### src/rtl/hazard_unit_mc.sv
// Hazard unit for the 5-stage RISC-V pipeline: forwarding, load-use, branch flush,
// multi-cycle E-stage sequencing and data-memory wait stalls. Define HAZARD_PERF_EN for perf counters.

module hazard_fwd_sel #(
    parameter int REG_W = 5
) (
    input  logic             we_m,
    input  logic             we_w,
    input  logic [REG_W-1:0] rd_m,
    input  logic [REG_W-1:0] rd_w,
    input  logic [REG_W-1:0] rs,
    output logic [1:0]       fwd
);
    // The M-stage result is younger, so it shadows the W-stage one.
    always_comb begin
        fwd = 2'b00;
        if (we_m && (rd_m != '0) && (rd_m == rs))
            fwd = 2'b10;
        else if (we_w && (rd_w != '0) && (rd_w == rs))
            fwd = 2'b01;
    end
endmodule

module hazard_unit_mc #(
    parameter int REG_W   = 5,
    parameter int MUL_LAT = 4,
    parameter int CNT_W   = $clog2(MUL_LAT + 1)
) (
    input  logic             clk,
    input  logic             rst,
    input  logic             RegWriteM,
    input  logic             RegWriteW,
    input  logic [REG_W-1:0] RdM,
    input  logic [REG_W-1:0] RdW,
    input  logic [REG_W-1:0] RdE,
    input  logic [REG_W-1:0] Rs1E,
    input  logic [REG_W-1:0] Rs2E,
    input  logic [REG_W-1:0] Rs1D,
    input  logic [REG_W-1:0] Rs2D,
    input  logic             PCSrcE,
    input  logic             ResultSrcE0,
    input  logic             MulStartE,
    input  logic             MemBusyM,
    output logic [1:0]       ForwardAE,
    output logic [1:0]       ForwardBE,
    output logic             StallF,
    output logic             StallD,
    output logic             StallE,
    output logic             StallM,
    output logic             FlushD,
    output logic             FlushE,
    output logic             FlushM,
    output logic             FlushW,
    output logic             MulBusy
`ifdef HAZARD_PERF_EN
    ,
    output logic [31:0]      StallCycles,
    output logic [31:0]      FlushEvents
`endif
);
    localparam int NUM_OPS = 2;

    logic [NUM_OPS-1:0][REG_W-1:0] rs_e;
    logic [NUM_OPS-1:0][1:0]       fwd;
    logic                          mem_stall;
    logic                          lw_stall;
    logic                          mul_stall;
    logic                          mul_busy;

    assign rs_e = {Rs2E, Rs1E};

    for (genvar g = 0; g < NUM_OPS; g++) begin : g_fwd
        hazard_fwd_sel #(.REG_W(REG_W)) u_fwd (
            .we_m (RegWriteM),
            .we_w (RegWriteW),
            .rd_m (RdM),
            .rd_w (RdW),
            .rs   (rs_e[g]),
            .fwd  (fwd[g])
        );
    end

    assign mem_stall = MemBusyM;
    assign lw_stall  = ResultSrcE0 && (RdE != '0) && ((Rs1D == RdE) || (Rs2D == RdE));

    if (MUL_LAT >= 2) begin : g_fsm
        typedef enum logic {IDLE, BUSY} state_t;

        state_t           state_q, state_d;
        logic [CNT_W-1:0] cnt_q, cnt_d;

        always_ff @(posedge clk or negedge rst) begin
            if (!rst) begin
                state_q <= IDLE;
                cnt_q   <= '0;
            end else begin
                state_q <= state_d;
                cnt_q   <= cnt_d;
            end
        end

        // cnt counts the E cycles still owed; the last one (cnt==1) lets E advance.
        // A memory wait freezes the whole sequence, including the start.
        always_comb begin
            state_d   = state_q;
            cnt_d     = cnt_q;
            mul_stall = 1'b0;
            case (state_q)
                IDLE: begin
                    if (MulStartE && !mem_stall) begin
                        mul_stall = 1'b1;
                        state_d   = BUSY;
                        cnt_d     = CNT_W'(MUL_LAT - 1);
                    end
                end
                BUSY: begin
                    mul_stall = (cnt_q > CNT_W'(1));
                    if (!mem_stall) begin
                        cnt_d = cnt_q - CNT_W'(1);
                        if (cnt_q == CNT_W'(1))
                            state_d = IDLE;
                    end
                end
                default: state_d = IDLE;
            endcase
        end

        assign mul_busy = mul_stall || (state_q == BUSY);
    end else begin : g_nofsm
        assign mul_stall = 1'b0;
        assign mul_busy  = 1'b0;
    end

    always_comb begin
        ForwardAE = 2'b00;
        ForwardBE = 2'b00;
        StallF    = 1'b0;
        StallD    = 1'b0;
        StallE    = 1'b0;
        StallM    = 1'b0;
        FlushD    = 1'b0;
        FlushE    = 1'b0;
        FlushM    = 1'b0;
        FlushW    = 1'b0;
        MulBusy   = 1'b0;
        if (rst) begin
            ForwardAE = fwd[0];
            ForwardBE = fwd[1];
            MulBusy   = mul_busy;
            if (mem_stall) begin
                StallF = 1'b1;
                StallD = 1'b1;
                StallE = 1'b1;
                StallM = 1'b1;
                FlushW = 1'b1;
            end else if (mul_stall) begin
                // A branch in E cannot resolve while E is held, so PCSrcE is ignored.
                StallF = 1'b1;
                StallD = 1'b1;
                StallE = 1'b1;
                FlushM = 1'b1;
            end else if (lw_stall) begin
                StallF = 1'b1;
                StallD = 1'b1;
                FlushE = 1'b1;
                FlushD = PCSrcE;
            end else begin
                FlushD = PCSrcE;
                FlushE = PCSrcE;
            end
        end
    end

`ifdef HAZARD_PERF_EN
    logic [31:0] stall_cycles_q, stall_cycles_d;
    logic [31:0] flush_events_q, flush_events_d;

    // FlushD is only ever raised by a taken branch, so it marks a branch flush.
    always_comb begin
        stall_cycles_d = stall_cycles_q + {31'd0, StallF};
        flush_events_d = flush_events_q + {31'd0, FlushD};
    end

    always_ff @(posedge clk or negedge rst) begin
        if (!rst) begin
            stall_cycles_q <= '0;
            flush_events_q <= '0;
        end else begin
            stall_cycles_q <= stall_cycles_d;
            flush_events_q <= flush_events_d;
        end
    end

    assign StallCycles = stall_cycles_q;
    assign FlushEvents = flush_events_q;
`endif
endmodule
### config.mk
export PLATFORM = sky130hd
export DESIGN_NAME = hazard_unit_mc
export DESIGN_NICKNAME = d
export VERILOG_FILES = /design/src/rtl/hazard_unit_mc.sv
export SDC_FILE = /design/constraint.sdc
export NUM_CORES = 1
export LEC_CHECK = 0
export ABC_AREA = 1
export CAP_MARGIN = 0
export CORE_MARGIN = 4
export CORE_UTILIZATION = 41
export DETAILED_ROUTE_END_ITERATION = 7
export PLACE_DENSITY_LB_ADDON = 0.25
export SYNTH_ARGS = -nofsm -noshare
export SYNTH_HDL_FRONTEND = slang
export SYNTH_HIERARCHICAL = 1
export SYNTH_SLANG_ARGS = --single-unit
### constraint.sdc
create_clock -name clk -period 3.4 [get_ports clk]
set_input_delay 1.02 -clock clk [delete_from_list [all_inputs] [get_ports clk]]
set_output_delay 1.02 -clock clk [all_outputs]
set_load 0.02 [all_outputs]
# Word-level counts from Yosys, hierarchy flattened

Index checks and enable logic that the tools add are counted.

Add/sub/neg operators: 1
Bitwise logic cells: 1
Muxes and demuxes: 33
Reductions and logical operators: 16
Order comparisons: 1
Equality and inequality tests: 9

Operator list:

| cell                                                           | number |
|---|---|
| == test 5 bit                                                  | 6 |
| 2-to-1 mux 1 bit                                               | 24 |
| nonzero test 5 bit                                             | 3 |
| logical AND 1 bit                                              | 9 |
| 2-to-1 mux 2 bit                                               | 4 |
| 2-to-1 mux 3 bit                                               | 2 |
| case mux 3 bit (2 select lines)                                | 1 |
| inequality test 2 bit (second input constant)                  | 2 |
| case mux 1 bit (2 select lines)                                | 2 |
| == test 3 x 1 -> 1 bit (second input constant)                 | 1 |
| greater-than comparator 3 x 1 -> 1 bit (second input constant) | 1 |
| subtractor 3 x 1 -> 3 bit (second input constant)              | 1 |
| logical OR 1 bit                                               | 2 |
| AND reduction 2 bit                                            | 1 |
| logical NOT 1 bit                                              | 1 |
| NOT 1 bit                                                      | 1 |

Output and inout bits: 13
Bits of input ports: 43
Register bits: 4
Word-level logic and storage cells: 63

# Longest topological paths before layout

Gate-level depths: netlist of the first run.

Word-level depth: 7
Mapped depth: 9
Mapped depth without buffers: 9

# Hierarchy

The synthesis of the first run kept the hierarchy.

By module, submodules not included:

| module         | area each (um^2) | times used | sequential area each (um^2) | cells each |
|---|---|---|---|---|
| hazard_unit_mc | 545.5            | 1          | 100.1                       | 100 |
| hazard_fwd_sel | 214.0            | 2          | 0.0                         | 50 |

# Worst setup path before layout of the first run

OpenSTA, ideal clock, no wires.

Path type: input -> output
Start point: input RdE[4]
End point: output StallF
Path buffers: 1
Data arrival time: 2040 ps
Slack: 340 ps
Required time: 2380 ps
Stages on the path: 9
Path through: inv_1 -> nand2_1 -> nand2_1 -> nor2_1 -> nand3_1 -> nand2_1 -> nand2_1 -> a21oi_1 -> buf_4

Word-level cells in the longest chain between the ends: 7
Elaborated cells on any way between the ends: 10
Those cells by class: 2 x eq/ne; 4 x mux; 4 x reduce/logical

Ends and longest elaborated chain:

| item                                                         | RTL line | text |
|---|---|---|
| start, declared                                              | 35       | `input logic [REG_W-1:0] RdE,` |
| == test 5 bit / nonzero test 5 bit (equally long branches)   | 84       | `assign lw_stall = ResultSrcE0 && (RdE != '0) && ((Rs1D == RdE) \|\| (Rs2D == RdE));` |
| logical OR 1 bit / logical AND 1 bit (equally long branches) | 84       |  |
| logical AND 1 bit (*)                                        | 84       |  |
| 2-to-1 mux 1 bit (*) (4 in a row)                            | n/a      |  |
| end, declared                                                | 46       | `output logic StallF,` |

Every way passes the cells marked *; elsewhere a longest branch is shown, timed or not.

==> impl_metrics.ini, run 1 <==
[sta]
hold_viol = 0
setup_viol = 0
setup_tns_ns = 0
fin_skew_ns = 0.001218
period_needed_ns = 3.292
worstMarginPinSlew_ns = 0.3706
layout_setup_ws_ns = 0.1085
finalMaxSlewViolations = 0
fin_crit_sh = 0.9681
max_clock_freq_ghz = 0.3038
slew_headroom = 0.7503

[cts]
path_clk_slew_ns = 0.04
post-cts-setup-buffers = 0
cts.htree.levels = 1
clk_latency_ns = 0.23
cts-root-buf = clkbuf_4
cts_buffers = 3
cts_buffer_depth = 2
cts.sinks = 4
cts_tree = built
cts_hold_buf = 0

[synthesis]
ys_types = 21
synthTopCellsByArea = nand2_1 29%, inv_1 18%, dfrtp_1 10%
synth_seq_cells = 4
ys_top_cells_by_count = 74 x nand2_1, 47 x inv_1, 22 x nor2_1, 11 x nand3_1, 10 x o21ai_0
synth.avg_cell_area_sq_um = 4.867
synthesis.nets = 245
synth-edff-count = 0
yosysTopAreaCell = nand2_1
syn_inst = 200
netlist_area_sq_um = 973.4
yosysMostFrequentCell = nand2_1
async_flop_share = 1.000
yosysSeqAreaShare = 0.1028
synthFlopType = dfrtp_1
synth_top_area_frac = 0.2853
yosys_warnings = 6

[route]
dr.first_iter.drc_count = 61
wl_met3_um = 175
drtPass1Iterations = 4
wl_per_cell_um = 10.10
vias = 1310
wirelength_mm = 2.930
vias_per_cell = 4.517
wl_met2_mm = 1.469
drc = 0
detail-route-antenna-nets = 0
wl_met1_mm = 1.284
top_layer = met3

[grt]
antenna_found_initial = 0
grt_max_degree = 7
gr-usage-all-layers = 0.1703
grt_pass1_vias = 1113
overflow = 0
grt_pass1_wl_mm = 4.547

[placement]
place.gp.congestion = 0.8403
place_hpwl_mm = 2.394
placed_area_sq_um = 1592
portBuffers = 55
placed_cells = 287
detailedPlace.worstSlack_ns = -0.4604

[power]
ir_drop_v = 0.0003823
powerDensity_nw_per_um2 = 257.7
p_int_mw = 0.2372
clock_power_share = 0.136
sw_frac_of_total = 0.4358
pwr-share-comb = 0.656
p_total_mw = 0.4204
leakagePower_nw = 1.142
switchingPower_mw = 0.1832
seqPwrFrac = 0.208

[flow_run]
drv_cap = 0

[worst_setup_path]
worstRegToRegCells = 2
worstReg2RegStart = g_fsm.state_q
crit_top_cell = nand2_1
critPathKind = primary input to primary output
path_cells = clkdlybuf4s50_1 -> nand2_1 -> nand2_1 -> nand2_1 -> nor2_1 -> nand3_1 -> nor2_1 -> nand2_1 -> inv_1 -> buf_2
critPathCaptureType = primary output
crit_start = RdW[1]
critPathCapture = ForwardBE[0]
slowest_delay_ns = 0.53
cp.arrival_ns = 2.27
worst_path_max_delay_cell = clkdlybuf4s50_1
start_kind = primary input
path_max_fanout = 4
cp_data_required_time_ns = 2.38
reg2reg_to = g_fsm.cnt_q[0]
reg2reg_slack_ns = 2.36

[finish]
num-nets-final = 309
regArea_sq_um = 100.1
fin_area_sq_um = 1632
antenna_cells = 0
layout-drive-gt1-share = 0.1450
fin_cells = 290
nFillCells = 213
area_delta_synth_final_pct = 67.61
multi_input_area_sq_um = 670.6

[min_path]
hp-class = flip-flop to flip-flop

[floorplanning]
initial_core_util = 0.4359
io_pins = 56
die_area_sq_um = 3218
core_area_sq_um = 2233
dieHeight_um = 56.73
die_width_um = 56.73
rows = 17

[outcome]
status = finished, final reports clean
## stage by stage
stage,hold WS (ns),util
after floorplan,0.4879,-
after global placement,0.5196,0.7126
after detailed placement,0.5282,0.7126
after CTS,0.5367,0.7098
after global routing,0.5690,0.7305
final,0.5329,0.7305
## timing repair
item | CTS | global route
resized for setup | 29 | 40
endpoints found under the setup margin | 13 | 10
pin swaps | 0 | 8
## area by class of cell
type | count | area share
clock buffers | 3 | 0.01380
inverters | 51 | 0.1173
multi-input cells | 142 | 0.4110
flip-flops and latches | 4 | 0.06135
well taps | 28 | 0.02147
repair buffers | 62 | 0.3750
## sequential cells by signal, summed over array words and instances, names as in the netlist
name           count
g_fsm.cnt_q        3
g_fsm.state_q      1
## worst min path at each step
stage                     end  slack (ns)      startpoint  cells after the start
2_1_floorplan  g_fsm.cnt_q[0]        0.49  g_fsm.cnt_q[0]                      1
3_3_place_gp   g_fsm.cnt_q[2]        0.52  g_fsm.cnt_q[2]                      2
3_5_place_dp   g_fsm.cnt_q[2]        0.53  g_fsm.cnt_q[2]                      2
4_1_cts        g_fsm.cnt_q[2]        0.54  g_fsm.cnt_q[2]                      2
5_1_grt        g_fsm.cnt_q[2]        0.57  g_fsm.cnt_q[2]                      2
6_report       g_fsm.cnt_q[0]        0.53  g_fsm.cnt_q[0]                      1
## layer usage
metal  track usage  vias to the layer above
met4       0.02034                        0
met5             0                        -
met1        0.2221                      556
li1              -                      716
met3       0.02989                        0
met2        0.2970                       38
## power by group through the flow
stage,sequential (mW),clock (mW),combinational (mW)
2_1_floorplan,0.0835,0,0.168
3_3_place_gp,0.0870,0,0.287
3_5_place_dp,0.0880,0,0.290
4_1_cts,0.0875,0.0600,0.277
5_1_grt,0.0892,0.0639,0.312
6_report,0.0873,0.0573,0.276
## cells in the final DEF (no fill, tap or decap)
cell              n
buf_2             4
inv_1            45
nor2_2            6
o21ai_1           1
buf_4            10
nand2_1          73
xor2_1            2
o21ai_0           9
a31oi_1           1
dlygate4sd2_1     5
xnor2_1           3
dfrtp_1           4
nand4_1           1
nand3_1          11
clkbuf_2          2
a21oi_1           2
a21boi_0          2
a21oi_2           3
dlymetal6s2s_1   21
a21oi_4           1
ha_1              2
clkdlybuf4s50_1  20
a22oi_1           1
nand2_2           3
clkbuf_4          3
nor2_1           21
inv_2             6
## critical path, delay by kind of cell
family	cells	cell delay, ns
buffers and inverters	3	0.73
AND/OR/NAND/NOR	7	0.52
## kinds of logic after synthesis
family,Yosys count,share of synthesized area
buffers and inverters,54,0.2172
xor gates and xnor gates,5,0.04500
AOI/OAI and AO/OA,20,0.1311
and+or+nand+nor,115,0.4782
adders and majority gates,2,0.02570
DFF,4,0.1028
Note: power is estimated with default switching activity, not from simulation.
==> run 2: changes to the inputs <==
--- a/config.mk
+++ b/config.mk
@@ -6,6 +6,7 @@
 export NUM_CORES = 1
 export LEC_CHECK = 0
 export ABC_AREA = 1
+export ABC_CLOCK_PERIOD_IN_PS = 3400
 export CAP_MARGIN = 0
 export CORE_MARGIN = 4
 export CORE_UTILIZATION = 41
==> results of run 2 <==
No change in the layout: final DEF, timing and power equal those of run 1.
